===== src/rtl/mem_arbiter_pkg.sv =====
// ============================================================================
// Module   : mem_pkg
// Brief    : Shared types and encodings for the memory arbiter.
// Revision : 1.0 - initial release
// ============================================================================
`default_nettype none

package mem_pkg;

  typedef enum logic [2:0] {
    ST_IDLE   = 3'd0,
    ST_RD     = 3'd1,
    ST_RMW_RD = 3'd2,
    ST_RMW_WR = 3'd3,
    ST_WR     = 3'd4,
    ST_RSP    = 3'd5
  } state_t;

  localparam logic [1:0] SIZE_B = 2'b00;
  localparam logic [1:0] SIZE_H = 2'b01;
  localparam logic [1:0] SIZE_W = 2'b10;

  localparam logic PORT_IF = 1'b0;
  localparam logic PORT_D  = 1'b1;

  localparam int MEM_WE = 0;

  // Illegal size 2'b11 is treated as 4 bytes; it is rejected separately.
  function automatic logic [2:0] size_bytes(input logic [1:0] size);
    case (size)
      SIZE_B:  size_bytes = 3'd1;
      SIZE_H:  size_bytes = 3'd2;
      default: size_bytes = 3'd4;
    endcase
  endfunction

endpackage

`default_nettype wire


===== src/rtl/mem_arbiter_lane_align.sv =====
// ============================================================================
// Module   : mem_lane_align
// Brief    : Store-lane merge and load-lane extract/extend, purely combinational.
// Revision : 1.0 - initial release
// ============================================================================
`default_nettype none

module mem_lane_align
  import mem_pkg::*;
(
  input  logic [31:0] i_old,
  input  logic [31:0] i_wdata,
  input  logic [31:0] i_word,
  input  logic [1:0]  i_addr_lo,
  input  logic [1:0]  i_size,
  input  logic        i_unsigned,
  output logic [31:0] o_merged,
  output logic [31:0] o_rdata
);

  logic [31:0] w_shift;

  // Aligned halves have addr[0]=0, so a byte-granular shift serves both sizes.
  assign w_shift = i_word >> {i_addr_lo, 3'b000};

  always_comb begin
    o_merged = i_old;
    case (i_size)
      SIZE_B: begin
        case (i_addr_lo)
          2'd0:    o_merged[7:0]   = i_wdata[7:0];
          2'd1:    o_merged[15:8]  = i_wdata[7:0];
          2'd2:    o_merged[23:16] = i_wdata[7:0];
          default: o_merged[31:24] = i_wdata[7:0];
        endcase
      end
      SIZE_H: begin
        if (i_addr_lo[1]) o_merged[31:16] = i_wdata[15:0];
        else              o_merged[15:0]  = i_wdata[15:0];
      end
      default: o_merged = i_wdata;
    endcase
  end

  always_comb begin
    case (i_size)
      SIZE_B:  o_rdata = i_unsigned ? {24'd0, w_shift[7:0]}
                                    : {{24{w_shift[7]}}, w_shift[7:0]};
      SIZE_H:  o_rdata = i_unsigned ? {16'd0, w_shift[15:0]}
                                    : {{16{w_shift[15]}}, w_shift[15:0]};
      default: o_rdata = i_word;
    endcase
  end

endmodule

`default_nettype wire


===== src/rtl/mem_arbiter.sv =====
// ============================================================================
// Module   : mem_arbiter
// Brief    : Round-robin fetch/data sequencer for a single-port word memory.
// Revision : 1.0 - initial release
// ============================================================================
`default_nettype none

module mem_arbiter
  import mem_pkg::*;
#(
  parameter int MEM_BYTES = 1024
)
(
  input  logic        clock,
  input  logic        reset_n,
  input  logic        if_req,
  input  logic [31:0] if_addr,
  output logic        if_rvalid,
  output logic [31:0] if_rdata,
  output logic        if_err,
  input  logic        d_req,
  input  logic        d_we,
  input  logic [1:0]  d_size,
  input  logic        d_unsigned,
  input  logic [31:0] d_addr,
  input  logic [31:0] d_wdata,
  output logic        d_rvalid,
  output logic [31:0] d_rdata,
  output logic        d_err,
  output logic [31:0] mem_address,
  output logic [31:0] mem_read_write,
  output logic [31:0] mem_data_in,
  input  logic [31:0] mem_data_out,
  output logic        busy
);

  state_t      r_state;
  logic        r_last_grant;
  logic        r_sel;
  logic        r_we;
  logic [1:0]  r_size;
  logic        r_unsigned;
  logic [31:0] r_addr;
  logic [31:0] r_wdata;
  logic        r_err;

  logic        w_pick_d;
  logic        w_we;
  logic [1:0]  w_size;
  logic [31:0] w_addr;
  logic [32:0] w_end;
  logic        w_err;
  state_t      w_next;
  logic [31:0] w_merged;
  logic [31:0] w_load;
  logic        w_rsp;
  logic        w_mem_we;
  logic        w_mem_act;

  // Data wins only when fetch is idle or fetch was granted last.
  assign w_pick_d = d_req & (~if_req | (r_last_grant == PORT_IF));
  assign w_we     = w_pick_d & d_we;
  assign w_size   = w_pick_d ? d_size : SIZE_W;
  assign w_addr   = w_pick_d ? d_addr : if_addr;
  assign w_end    = {1'b0, w_addr} + {30'd0, size_bytes(w_size)};

  assign w_err = (w_size == 2'b11)
               | ((w_size == SIZE_H) & w_addr[0])
               | ((w_size == SIZE_W) & (|w_addr[1:0]))
               | (w_end > 33'(MEM_BYTES));

  always_comb begin
    w_next = ST_RMW_RD;
    if (w_err)                 w_next = ST_RSP;
    else if (!w_we)            w_next = ST_RD;
    else if (w_size == SIZE_W) w_next = ST_WR;
  end

  always_ff @(posedge clock or negedge reset_n) begin
    if (!reset_n) begin
      r_state      <= ST_IDLE;
      r_last_grant <= PORT_D;
      r_sel        <= PORT_IF;
      r_we         <= 1'b0;
      r_size       <= SIZE_B;
      r_unsigned   <= 1'b0;
      r_addr       <= '0;
      r_wdata      <= '0;
      r_err        <= 1'b0;
    end else begin
      case (r_state)
        ST_IDLE: begin
          if (if_req | d_req) begin
            r_sel        <= w_pick_d;
            r_last_grant <= w_pick_d;
            r_we         <= w_we;
            r_size       <= w_size;
            r_unsigned   <= w_pick_d & d_unsigned;
            r_addr       <= w_addr;
            r_wdata      <= d_wdata;
            r_err        <= w_err;
            r_state      <= w_next;
          end
        end
        ST_RD:     r_state <= ST_RSP;
        ST_RMW_RD: r_state <= ST_RMW_WR;
        ST_RMW_WR: r_state <= ST_RSP;
        ST_WR:     r_state <= ST_RSP;
        default:   r_state <= ST_IDLE;
      endcase
    end
  end

  mem_lane_align u_align (
    .i_old      (mem_data_out),
    .i_wdata    (r_wdata),
    .i_word     (mem_data_out),
    .i_addr_lo  (r_addr[1:0]),
    .i_size     (r_size),
    .i_unsigned (r_unsigned),
    .o_merged   (w_merged),
    .o_rdata    (w_load)
  );

  // Everything below decodes from r_state, so async reset silences it at once.
  assign w_rsp     = (r_state == ST_RSP);
  assign w_mem_we  = (r_state == ST_RMW_WR) | (r_state == ST_WR);
  assign w_mem_act = w_mem_we | (r_state == ST_RD) | (r_state == ST_RMW_RD);

  assign busy      = (r_state != ST_IDLE);
  assign if_rvalid = w_rsp & (r_sel == PORT_IF);
  assign if_err    = if_rvalid & r_err;
  assign if_rdata  = (if_rvalid & ~r_err) ? mem_data_out : '0;
  assign d_rvalid  = w_rsp & (r_sel == PORT_D);
  assign d_err     = d_rvalid & r_err;
  assign d_rdata   = (d_rvalid & ~r_err & ~r_we) ? w_load : '0;

  assign mem_address = w_mem_act ? {r_addr[31:2], 2'b00} : '0;

  always_comb begin
    mem_read_write         = '0;
    mem_read_write[MEM_WE] = w_mem_we;
  end

  always_comb begin
    case (r_state)
      ST_RMW_WR: mem_data_in = w_merged;
      ST_WR:     mem_data_in = r_wdata;
      default:   mem_data_in = '0;
    endcase
  end

endmodule

`default_nettype wire


===== config.mk =====
export PLATFORM = sky130hd
export DESIGN_NAME = mem_arbiter
export DESIGN_NICKNAME = d
export VERILOG_FILES = /design/src/rtl/mem_arbiter_pkg.sv /design/src/rtl/mem_arbiter_lane_align.sv /design/src/rtl/mem_arbiter.sv
export SDC_FILE = /design/constraint.sdc
export NUM_CORES = 1
export LEC_CHECK = 0
export ABC_AREA = 1
export BUFFER_PORTS_ARGS = -buffer_cell sky130_fd_sc_hd__buf_2
export CAP_MARGIN = 10
export CORE_ASPECT_RATIO = 1.4
export CORE_MARGIN = 4
export CORE_UTILIZATION = 55
export CTS_CLUSTER_DIAMETER = 120
export DETAILED_ROUTE_END_ITERATION = 10
export GPL_ROUTABILITY_DRIVEN = 0
export MAX_ROUTING_LAYER = met4
export PLACE_DENSITY = 0.95
export SKIP_CTS_REPAIR_TIMING = 1
export SYNTH_ARGS = -nofsm -noshare
export SYNTH_HDL_FRONTEND = slang
export SYNTH_HIERARCHICAL = 1
export SYNTH_SLANG_ARGS = --single-unit

===== constraint.sdc =====
create_clock -name clock -period 6.65 [get_ports clock]
set_input_delay 1.33 -clock clock [delete_from_list [all_inputs] [get_ports clock]]
set_output_delay 1.33 -clock clock [all_outputs]
set_load 0.02 [all_outputs]

==> reports/qor.txt <==
dpl cell area -> 9179 um^2
Clock transition at path regs -> 0.06 ns
final instance area -> 9485 um^2
fill count -> 1317
first drt pass iteration count -> 6
Initial Util -> 56.05%
Critical R2R Capture -> r_state[0]
Final nets -> 1833
CP endpoint kind -> flop
core area -> 14440 um^2
vias in the first global route -> 9147
Slew @ Worst Pin -> 1.232 ns
Buffers on Ports -> 267
DP Wirelength -> 22310 um
antenna-violating nets left -> 0
Hold WS -> 0.4860 ns
Sink Count -> 74
post-synth top area share -> 24.53%
dominant synthesized flop cell -> dfrtp_1
final core utilization -> 65.67%
CP startpoint kind -> input port
crit path max fanout -> 67
PD cells -> 395.1 nW/um^2
worst rel slew slack -> 17.84%
Post-route DRC -> 0
CTS buffer count -> 9
Congestion Overflow GR -> 0
Setup TNS -> 0 ns
CTS tree -> done
delay of the slowest critical-path stage -> 0.48 ns
most frequent CP cell -> nand2_1
initial detailed-routing violation count -> 1017
Yosys Warn Count -> 6
via count -> 10096
Register Area -> 1853 um^2
r2r worst-path depth -> 25
Tmin final -> 4.807 ns
Clock Path Buffers -> 2
top post-synthesis cells by area -> nand2_1 25%, dfrtp_1 23%, inv_1 9.9%, nand3_1 9.2%, nor2_1 8.3%
Synth area leader -> nand2_1
post-layout total power -> 3.748 mW
period utilization -> 72.28%
hold path start -> r_we
slowest stage cell, crit path -> nand2_4
RSZ-0062 raised after global routing -> no
Global Route Usage Sum -> 33.43%
Lkg Pwr -> 5.801 nW
Post-synth EDFFs -> 0
Synth Instances -> 1482
Worst Clk Skew -> 0.009397 ns
WL/cell -> 15.12 um
share of cells above drive strength 1 -> 19.43%
endpoints failing hold -> 0
Max Freq -> 208.0 MHz
peak supply drop -> 0.1950 mV
antenna violations before repair -> 2
Seq/Total Area, Yosys -> 22.89%
Root Buffer -> clkbuf_16
CP cell instances -> buf_2, nand2_4, inv_2, nand2_1, nor2_1, ha_1, fa_1, a21oi_1, inv_1, nand2_1, nor2_1, nand2_2, nor2_2, nand3_1, nand2_1, nand2_1, nor2_1, nand2_1, nor2_1, nand2_1, nor2_2, nand2_1, nand2_1, inv_1
synth unique cells -> 36
Clock Latency Late Sink -> 0.33 ns
area of the multi-input gates -> 4887 um^2
flop2flop setup slack -> 2.45 ns
status -> finished, final reports clean
Hold Path Cell Cnt -> 2
Via density -> 5.345
Final setup viols -> 0
largest net degree at the start of global routing -> 99
Synth Cell Area -> 8095 um^2
Max Slew Vio Count -> 0
WP data arrival -> 5.04 ns
Setup CP Type -> input port to flop
first-pass GRT wire length -> 44440 um
Layout area overhead -> 17.17%
Min-Delay Endpoint -> r_we
maxcap violations -> 0
Avg Cell Area, Syn -> 5.462 um^2
Die Area -> 16750 um^2
H-tree levels -> 3
HP Class -> flop to flop
Die Span Y -> 151.6 um
Cell Rows -> 52
synthesized flop and latch total -> 74
FFs w/ async S/R, synth -> 100.0%
R2R Path Start -> r_last_grant
Post-Route WL -> 28560 um
Critical Path RT -> 6.88 ns
I/O pin count -> 301
Die Wd -> 110.5 um
-- layout by cell type (no fill, tap or decap), types with 2 or more instances in the layout --
master        n
nand2_1     528
buf_2       266
inv_1       214
nor2_1      179
nand3_1     149
o21ai_0     110
dfrtp_1      73
conb_1       33
a21oi_1      31
nor2_2       13
nand3b_1     12
o211ai_1     10
nand2_2       9
clkbuf_16     9
o21ai_1       7
buf_4         6
inv_2         5
xor2_1        5
nand2_4       4
nor3_1        4
nand4_1       4
nor2_4        3
ha_1          3
clkinv_2      3
diode_2       2
and2_1        2
clkinvlp_4    2
-- logic make-up after synthesis --
kind of cell	after synthesis	share of synthesized area [%]
AND/OR/NAND/NOR	912	47.05
flip-flops	74	22.89
buffers and inverters	325	18.28
XOR/XNOR	5	0.5409
AO/OA/AOI/OAI	161	10.48
other	1	0.04632
adder cells (fa/ha/maj)	4	0.7110
-- how the worst max path moves through the flow --
stage	end	startpoint	slack (ns)	cells past startpoint
after detailed placement	r_state[0]	d_req	1.58	24
after floorplan	r_state[0]	d_req	2.58	26
final	r_state[0]	d_req	1.84	24
after global routing	r_state[0]	d_req	1.28	24
after CTS	r_state[0]	d_req	1.94	24
after global placement	r_state[0]	d_req	1.79	24
-- registers in the layout, summed over array words and instances, names as in the netlist --
name / cells
r_size: 2
r_sel: 1
r_wdata: 32
r_unsigned: 1
r_we: 1
r_err: 1
r_last_grant: 1
r_state: 3
r_addr: 32
-- metrics by stage --
step	setup slack, ns	std cells
2_1_floorplan	2.578	1514
3_3_place_gp	1.789	1870
3_5_place_dp	1.584	1870
4_1_cts	1.937	1886
5_1_grt	1.282	1889
6_report	1.843	1889
-- where the power goes --
group	switching [mW]	internal [mW]
clock network	0.193	0.290
logic	1.62	0.720
registers	0.257	0.663
-- cell usage after synthesis (all sizes together), types with 2 or more instances --
master / number
and2: 2
inv: 219
o211ai: 10
nand3b: 12
ha: 3
nor2: 195
nand2: 541
xor2: 5
dfrtp: 73
o21ai: 119
or2: 2
a21oi: 31
clkbuf: 39
nor3: 5
buf: 66
nand3: 151
nand4: 4
-- cell type report --
type	count	area share (%)
multi-input cells	1115	51.52
flip-flops and latches	74	19.54
repair buffers	273	14.59
inverters	220	8.706
well taps	189	2.493
clock buffers	9	2.374
clock inverters	7	0.7255
diodes	2	0.05276
-- worst max-delay path, delay by kind of cell --
| kind | cells | cell delay, ns |
|---|---|---|
| AOI/OAI and AO/OA | 1 | 0.11 |
| adders and majority gates | 2 | 0.41 |
| and+or+nand+nor | 17 | 2.17 |
| buffers and inverters | 4 | 0.96 |
-- routing by layer --
| metal | share of wire, % | GRT usage (%) | wire [um] |
|---|---|---|---|
| met2 | 50 | 59.42 | 14150 |
| met5 | 0 | - | 0 |
| met3 | 9.4 | 5.443 | 2695 |
| met4 | 7.3 | 22.67 | 2088 |
| met1 | 34 | 34.00 | 9631 |
No activity file was read; power rests on OpenSTA's default activity.
